**src/rtl/alu_decode_if.sv**
```systemverilog
// alu_decode_if: fetch-side, execute-side and counter signals of the decode stage.
// With ILLEGAL_CHECK_EN defined, it also carries the illegal and illegal_seen flags.
interface alu_decode_if #(
  parameter int XLEN  = 32,
  parameter int CNT_W = 32
);
  logic             flush;
  logic             in_valid;
  logic             in_ready;
  logic [31:0]      in_instr;
  logic             out_valid;
  logic             out_ready;
  logic [3:0]       alu_ctrl;
  logic             alu_src_imm;
  logic [XLEN-1:0]  imm;
  logic [4:0]       rs1, rs2, rd;
  logic             reg_write, mem_read, mem_write, branch, jump;
  logic [CNT_W-1:0] issued_cnt;
`ifdef ILLEGAL_CHECK_EN
  logic             illegal, illegal_seen;
`endif
  modport slave (
    input  flush, in_valid, in_instr, out_ready,
    output in_ready, out_valid, alu_ctrl, alu_src_imm, imm, rs1, rs2, rd,
           reg_write, mem_read, mem_write, branch, jump, issued_cnt
`ifdef ILLEGAL_CHECK_EN
    , output illegal, illegal_seen
`endif
  );
  modport master (
    output flush, in_valid, in_instr, out_ready,
    input  in_ready, out_valid, alu_ctrl, alu_src_imm, imm, rs1, rs2, rd,
           reg_write, mem_read, mem_write, branch, jump, issued_cnt
`ifdef ILLEGAL_CHECK_EN
    , input illegal, illegal_seen
`endif
  );
endinterface

```
**src/rtl/alu_decode_stage.sv**
```systemverilog
// alu_decode_stage: RV32I decode stage with one registered output slot and an issued-bundle counter.
// Defining ILLEGAL_CHECK_EN adds illegal-encoding detection and a sticky illegal_seen flag.
module alu_decode_stage #(
  parameter int XLEN  = 32,
  parameter int CNT_W = 32
) (
  input  logic         clk,
  input  logic         rst_n,
  alu_decode_if.slave  bus
);
  typedef struct packed {
    logic [3:0]      alu_ctrl;
    logic            alu_src_imm;
    logic [XLEN-1:0] imm;
    logic [4:0]      rs1, rs2, rd;
    logic            reg_write, mem_read, mem_write, branch, jump;
  } bundle_t;
  bundle_t dec, bundle_d, bundle_q;
  logic out_valid_q, out_valid_d, accept, fire;
  logic [CNT_W-1:0] issued_cnt_q, issued_cnt_d;
  logic [31:0] ins;
  logic [6:0] op;
  logic [2:0] f3;
  logic [XLEN-1:0] imm_i, imm_s, imm_b, imm_u, imm_j;
  assign ins   = bus.in_instr;
  assign op    = ins[6:0];
  assign f3    = ins[14:12];
  assign imm_i = XLEN'($signed(ins[31:20]));
  assign imm_s = XLEN'($signed({ins[31:25], ins[11:7]}));
  assign imm_b = XLEN'($signed({ins[31], ins[7], ins[30:25], ins[11:8], 1'b0}));
  assign imm_u = XLEN'($signed({ins[31:12], 12'b0}));
  assign imm_j = XLEN'($signed({ins[31], ins[19:12], ins[20], ins[30:21], 1'b0}));
  always_comb begin
    dec     = '0;
    dec.rs1 = ins[19:15];
    dec.rs2 = ins[24:20];
    dec.rd  = ins[11:7];
    case (op)
      7'b0110011: begin
        dec.alu_ctrl  = {ins[30], f3};
        dec.reg_write = 1'b1;
      end
      7'b0010011: begin
        dec.alu_ctrl    = {f3 == 3'b101 && ins[30], f3};
        dec.imm         = f3[1:0] == 2'b01 ? XLEN'(ins[24:20]) : imm_i;
        dec.alu_src_imm = 1'b1;
        dec.reg_write   = 1'b1;
      end
      7'b0110111: begin
        dec.alu_ctrl    = 4'b1001;
        dec.imm         = imm_u;
        dec.alu_src_imm = 1'b1;
        dec.reg_write   = 1'b1;
      end
      7'b0010111: begin
        dec.imm         = imm_u;
        dec.alu_src_imm = 1'b1;
        dec.reg_write   = 1'b1;
      end
      7'b0000011: begin
        dec.imm       = imm_i;
        dec.mem_read  = 1'b1;
        dec.reg_write = 1'b1;
      end
      7'b0100011: begin
        dec.imm       = imm_s;
        dec.mem_write = 1'b1;
      end
      7'b1100011: begin
        dec.alu_ctrl = !f3[2] ? 4'b1000 : f3[1] ? 4'b0011 : 4'b0010;
        dec.imm      = imm_b;
        dec.branch   = 1'b1;
      end
      7'b1101111: begin
        dec.imm       = imm_j;
        dec.jump      = 1'b1;
        dec.reg_write = 1'b1;
      end
      7'b1100111: begin
        dec.imm         = imm_i;
        dec.alu_src_imm = 1'b1;
        dec.jump        = 1'b1;
        dec.reg_write   = 1'b1;
      end
      default: dec.alu_ctrl = 4'b0000;
    endcase
    if (dec.rd == 5'd0) dec.reg_write = 1'b0;
  end
`ifdef ILLEGAL_CHECK_EN
  logic ill_d, illegal_q, illegal_seen_q;
  logic [6:0] f7;
  assign f7 = ins[31:25];
  always_comb begin
    ill_d = 1'b0;
    case (op)
      7'b0110011: ill_d = !(f7 == 7'h00 || (f7 == 7'h20 && (f3 == 3'b000 || f3 == 3'b101)));
      7'b0010011: ill_d = (f3 == 3'b001 && f7 != 7'h00) || (f3 == 3'b101 && f7 != 7'h00 && f7 != 7'h20);
      7'b1100011: ill_d = f3[2:1] == 2'b01;
      7'b0110111, 7'b0010111, 7'b0000011, 7'b0100011, 7'b1101111, 7'b1100111: ill_d = 1'b0;
      default: ill_d = 1'b1;
    endcase
  end
  always_comb begin
    bundle_d = dec;
    if (ill_d) {bundle_d.alu_src_imm, bundle_d.reg_write, bundle_d.mem_read, bundle_d.mem_write, bundle_d.branch, bundle_d.jump} = '0;
  end
  always_ff @(posedge clk or negedge rst_n)
    if (!rst_n) begin
      illegal_q      <= 1'b0;
      illegal_seen_q <= 1'b0;
    end else if (accept) begin
      illegal_q      <= ill_d;
      illegal_seen_q <= illegal_seen_q | ill_d;
    end
  assign bus.illegal      = illegal_q;
  assign bus.illegal_seen = illegal_seen_q;
`else
  assign bundle_d = dec;
`endif
  // A flush both empties the slot and blocks the incoming word in the same edge.
  assign bus.in_ready = !out_valid_q || bus.out_ready;
  assign accept       = bus.in_valid && bus.in_ready && !bus.flush;
  assign fire         = out_valid_q && bus.out_ready;
  assign out_valid_d  = bus.flush ? 1'b0 : accept ? 1'b1 : fire ? 1'b0 : out_valid_q;
  assign issued_cnt_d = issued_cnt_q + CNT_W'(fire);
  always_ff @(posedge clk or negedge rst_n)
    if (!rst_n) begin
      out_valid_q  <= 1'b0;
      issued_cnt_q <= '0;
      bundle_q     <= '0;
    end else begin
      out_valid_q  <= out_valid_d;
      issued_cnt_q <= issued_cnt_d;
      if (accept) bundle_q <= bundle_d;
    end
  assign bus.out_valid   = out_valid_q;
  assign bus.issued_cnt  = issued_cnt_q;
  assign bus.alu_ctrl    = bundle_q.alu_ctrl;
  assign bus.alu_src_imm = bundle_q.alu_src_imm;
  assign bus.imm         = bundle_q.imm;
  assign bus.rs1         = bundle_q.rs1;
  assign bus.rs2         = bundle_q.rs2;
  assign bus.rd          = bundle_q.rd;
  assign bus.reg_write   = bundle_q.reg_write;
  assign bus.mem_read    = bundle_q.mem_read;
  assign bus.mem_write   = bundle_q.mem_write;
  assign bus.branch      = bundle_q.branch;
  assign bus.jump        = bundle_q.jump;
endmodule

```
**src/flat_wrapper.sv**
```systemverilog
// flat-port wrapper written by rule: the top's interface ports become plain ports
module alu_decode_stage_flat 
#(
  parameter int XLEN  = 32,
  parameter int CNT_W = 32
)
  (clk, rst_n, bus_flush, bus_in_valid, bus_in_instr, bus_out_ready, bus_in_ready, bus_out_valid, bus_alu_ctrl, bus_alu_src_imm, bus_imm, bus_rs1, bus_rs2, bus_rd, bus_reg_write, bus_mem_read, bus_mem_write, bus_branch, bus_jump, bus_issued_cnt);
  alu_decode_if #(.XLEN(XLEN), .CNT_W(CNT_W)) bus_i ();
  input  logic clk;
  input  logic rst_n;
  input wire logic [$bits(bus_i.flush)-1:0] bus_flush;
  input wire logic [$bits(bus_i.in_valid)-1:0] bus_in_valid;
  input wire logic [$bits(bus_i.in_instr)-1:0] bus_in_instr;
  input wire logic [$bits(bus_i.out_ready)-1:0] bus_out_ready;
  output wire logic [$bits(bus_i.in_ready)-1:0] bus_in_ready;
  output wire logic [$bits(bus_i.out_valid)-1:0] bus_out_valid;
  output wire logic [$bits(bus_i.alu_ctrl)-1:0] bus_alu_ctrl;
  output wire logic [$bits(bus_i.alu_src_imm)-1:0] bus_alu_src_imm;
  output wire logic [$bits(bus_i.imm)-1:0] bus_imm;
  output wire logic [$bits(bus_i.rs1)-1:0] bus_rs1;
  output wire logic [$bits(bus_i.rs2)-1:0] bus_rs2;
  output wire logic [$bits(bus_i.rd)-1:0] bus_rd;
  output wire logic [$bits(bus_i.reg_write)-1:0] bus_reg_write;
  output wire logic [$bits(bus_i.mem_read)-1:0] bus_mem_read;
  output wire logic [$bits(bus_i.mem_write)-1:0] bus_mem_write;
  output wire logic [$bits(bus_i.branch)-1:0] bus_branch;
  output wire logic [$bits(bus_i.jump)-1:0] bus_jump;
  output wire logic [$bits(bus_i.issued_cnt)-1:0] bus_issued_cnt;
  assign bus_i.flush = bus_flush;
  assign bus_i.in_valid = bus_in_valid;
  assign bus_i.in_instr = bus_in_instr;
  assign bus_i.out_ready = bus_out_ready;
  assign bus_in_ready = bus_i.in_ready;
  assign bus_out_valid = bus_i.out_valid;
  assign bus_alu_ctrl = bus_i.alu_ctrl;
  assign bus_alu_src_imm = bus_i.alu_src_imm;
  assign bus_imm = bus_i.imm;
  assign bus_rs1 = bus_i.rs1;
  assign bus_rs2 = bus_i.rs2;
  assign bus_rd = bus_i.rd;
  assign bus_reg_write = bus_i.reg_write;
  assign bus_mem_read = bus_i.mem_read;
  assign bus_mem_write = bus_i.mem_write;
  assign bus_branch = bus_i.branch;
  assign bus_jump = bus_i.jump;
  assign bus_issued_cnt = bus_i.issued_cnt;
  alu_decode_stage #(.XLEN(XLEN), .CNT_W(CNT_W)) u_core (.clk(clk), .rst_n(rst_n), .bus(bus_i));
endmodule
```
**config.mk**
```make
export PLATFORM = sky130hd
export DESIGN_NAME = alu_decode_stage_flat
export DESIGN_NICKNAME = d
export VERILOG_FILES = /design/src/rtl/alu_decode_if.sv /design/src/rtl/alu_decode_stage.sv /design/src/flat_wrapper.sv
export SDC_FILE = /design/constraint.sdc
export NUM_CORES = 1
export LEC_CHECK = 0
export BUFFER_PORTS_ARGS = -buffer_cell sky130_fd_sc_hd__buf_4
export CAP_MARGIN = 40
export CORE_MARGIN = 4
export CORE_UTILIZATION = 51
export CTS_CLUSTER_SIZE = 40
export DETAILED_ROUTE_END_ITERATION = 7
export GPL_TIMING_DRIVEN = 1
export PLACE_DENSITY = 0.81
export SYNTH_ARGS = -nofsm -noshare
export SYNTH_HDL_FRONTEND = slang
export SYNTH_SLANG_ARGS = --single-unit
```
**constraint.sdc**
```tcl
create_clock -name clk -period 2.3 [get_ports clk]
set_clock_uncertainty 0.05 [all_clocks]
set_input_delay 0 -clock clk [delete_from_list [all_inputs] [get_ports clk]]
set_output_delay 0 -clock clk [all_outputs]
set_load 0.01 [all_outputs]
```
==> results.yml <==
drt:
  routedWlPerCell_um: 18.24
  drt_pass1_iterations: 5
  drt.antenna.violating_nets: 0
  drc: 0
  vias: 3910
  wl_um: 12280
  drt-initial-drc-count: 231
  viasPerCell: 5.810
timing:
  hold_viol_final: 0
  setup_viol: 0
  finalCritPeriodShare: 0.8613
  relSlewSlack: 0.6372
  rsz0062_at_grt: "no"
  fin_crit_ns: 1.981
  worst_slew_pin_slew_ns: 0.5432
  slew_viol_final: 0
  max_freq_mhz: 504.8
  fin_setup_tns_ns: 0
worst_setup_path:
  path_class: "reg2reg"
  critPathLaunchType: "flip-flop"
  crit_arrival_ns: 2.17
  setup.worst_path.end_class: "flip-flop"
  required_ns: 2.49
  crit_fanout: 11
synth:
  syn_area_sq_um: 4235
  syn_avg_cell_area_sq_um: 10.21
  synth-edff-count: 0
  ys_seq_elements: 90
  async_flop_share: 1.000
  ys_seq_area_frac: 0.5318
  ys_warn_count: 0
  syn_nets: 454
  synth_cells: 415
  synthDistinctLibCells: 57
  synth_ff_type: "dfrtp_1"
power_and_ir_drop:
  ir_drop_mv: 0.3571
  cellPowerDensity_nw_per_um2: 591.8
  p_leak_nw: 2.807
clock_network:
  cts_tree: "yes"
  cts_resized: 0
  clock_path_buffers: 2
  postCtsSetupRepairBufs: 0
  clk_pin_slew_ns: 0.09
  cts_sinks: 90
  clkLatencyLatePin_ns: 0.35
  numCtsBuffers: 9
  cts_root_buffer: "clkbuf_8"
  cts_max_level: 3
  cts_hold_buf: 33
final_layout:
  drive_gt1_frac: 0.2750
  num-nets-final: 605
  layout_commonest_cell: "buf_4"
  n_fill_cell: 565
  layout_common_cells: "133 x buf_4, 90 x dfrtp_1, 78 x nand2_1"
  n_antenna_cell: 0
  syn_to_final_growth_pct: 37.58
  design_area_sq_um: 5827
placement:
  globalplace.congestion: 0.8847
  detailed_place.area_sq_um: 5288
  io_buffers: 127
  post-dp-hpwl_um: 8075
global_route:
  antenna_found_initial: 0
  grt_max_degree: 91
  globalRouteOverflowTotal: 0
  first_global_vias: 3884
  grt_pass1_wl_um: 20270
  grtUsageTotal: 0.2555
floorplanning:
  die_area_sq_um: 9827
  core-area_sq_um: 7888
  start_util: 0.5370
  placementRows: 32
  die_w_um: 99.13
  die_y_um: 99.13
  ioPinCount: 128
outcome:
  status: "finished, final reports clean"
min_path:
  hp-class: "in2reg"
flow_run:
  max_cap_violations: 0
==> critical path, stage by stage (launching register included) <==
cell	delay, ns
dfrtp_1	0.37
and2_1	0.13
ha_1	0.19
ha_1	0.22
and4_1	0.24
nor2b_1	0.17
buf_4	0.20
nand4_1	0.13
xnor2_1	0.16
==> through the flow <==
step	total power, mW	util	hold WS (ns)	std cells	setup slack (ns)
2_1_floorplan	1.974	-	-0.3456	415	0.3280
5_1_grt	3.610	0.7387	0.05136	673	0.1582
3_3_place_gp	2.266	0.6704	0.03101	624	0.4814
4_1_cts	3.462	0.7387	0.01657	673	0.3173
3_5_place_dp	2.283	0.6704	0.03408	624	0.3365
6_report	3.448	0.7387	0.03569	673	0.3190
==> metal layers <==
layer,track usage,vias to the layer above,part of all wire
li1,-,1796,-
met1,0.3498,1912,0.42
met2,0.4137,178,0.49
met3,0.04558,24,0.065
met4,0.08613,0,0.022
met5,0,-,0
==> cell type report <==
cell class	instances	area (sq um)	area share
Timing Repair Buffer	168	1369	0.2349
Clock buffer	10	137.6	0.02362
Inverter	3	11.26	0.001933
Sequential cell	90	2252	0.3865
Clock inverter	6	71.32	0.01224
Multi-Input combinational cell	294	1858	0.3189
Tap cell	102	127.6	0.02190
==> kinds of logic (layout without fill, tap and decap cells) <==
| family | Yosys count | after routing | share of synthesized area |
|---|---|---|---|
| XOR/XNOR | 30 | 30 | 0.06204 |
| buffers and inverters | 31 | 187 | 0.03072 |
| multiplexers | 1 | 1 | 0.002363 |
| AO/OA/AOI/OAI | 86 | 86 | 0.1542 |
| AND/OR/NAND/NOR | 175 | 175 | 0.2130 |
| adder cells (fa/ha/maj) | 2 | 2 | 0.005907 |
| flip-flops | 90 | 90 | 0.5318 |
==> cell usage after synthesis (all sizes together) (2+ instances only) <==
cell | n | area (sq um)
a211oi | 11 | 87.58
a21o | 2 | 15.01
a21oi | 2 | 10.01
a22o | 19 | 166.4
a22oi | 4 | 30.03
a31oi | 3 | 18.77
and2 | 7 | 43.80
and3 | 5 | 31.28
and3b | 2 | 17.52
and4 | 7 | 61.31
buf | 9 | 46.29
clkbuf | 19 | 72.56
dfrtp | 90 | 2252
ha | 2 | 25.02
inv | 3 | 11.26
nand2 | 78 | 292.8
nand2b | 3 | 18.77
nand3 | 24 | 120.1
nand3b | 2 | 15.01
nand4 | 13 | 81.33
nand4b | 3 | 26.28
nor2 | 8 | 30.03
nor2b | 4 | 25.02
nor3 | 6 | 30.03
nor3b | 3 | 22.52
o211ai | 11 | 82.58
o21ai | 19 | 95.09
o31a | 2 | 18.77
o31ai | 2 | 15.01
o41ai | 3 | 26.28
or2 | 2 | 15.02
or3b | 2 | 17.52
xnor2 | 25 | 219.0
xor2 | 5 | 43.79
==> path summary, 6_finish.rpt <==
check	start	to	slack [ns]	cells past startpoint
worst max-delay path	u_core.bus.out_valid	u_core.bus.issued_cnt[22]	0.32	8
worst min-delay path	bus_in_instr[1]	u_core.bus.mem_write	0.04	3
worst max register to register	u_core.bus.out_valid	u_core.bus.issued_cnt[22]	0.32	8
worst min register to register	u_core.bus.alu_ctrl[2]	u_core.bus.alu_ctrl[2]	0.42	2
max in group asynchronous	rst_n	u_core.bus.imm[11]	1.64	3
min in group asynchronous	rst_n	u_core.bus.rs1[2]	0.15	3
==> flip-flops by register name, indices dropped and copies added (netlist names), 4 cells and up <==
signal and count:
u_core.bus.imm 32, u_core.bus.alu_ctrl 4, u_core.bus.rd 5, u_core.bus.rs2 5
u_core.bus.rs1 5, u_core.bus.issued_cnt 32
==> power breakdown <==
group	internal [mW]	switching, mW
Clock	0.543	0.607
Combinational	0.266	0.283
Sequential	1.67	0.0788
Note: power is estimated with default switching activity, not from simulation.
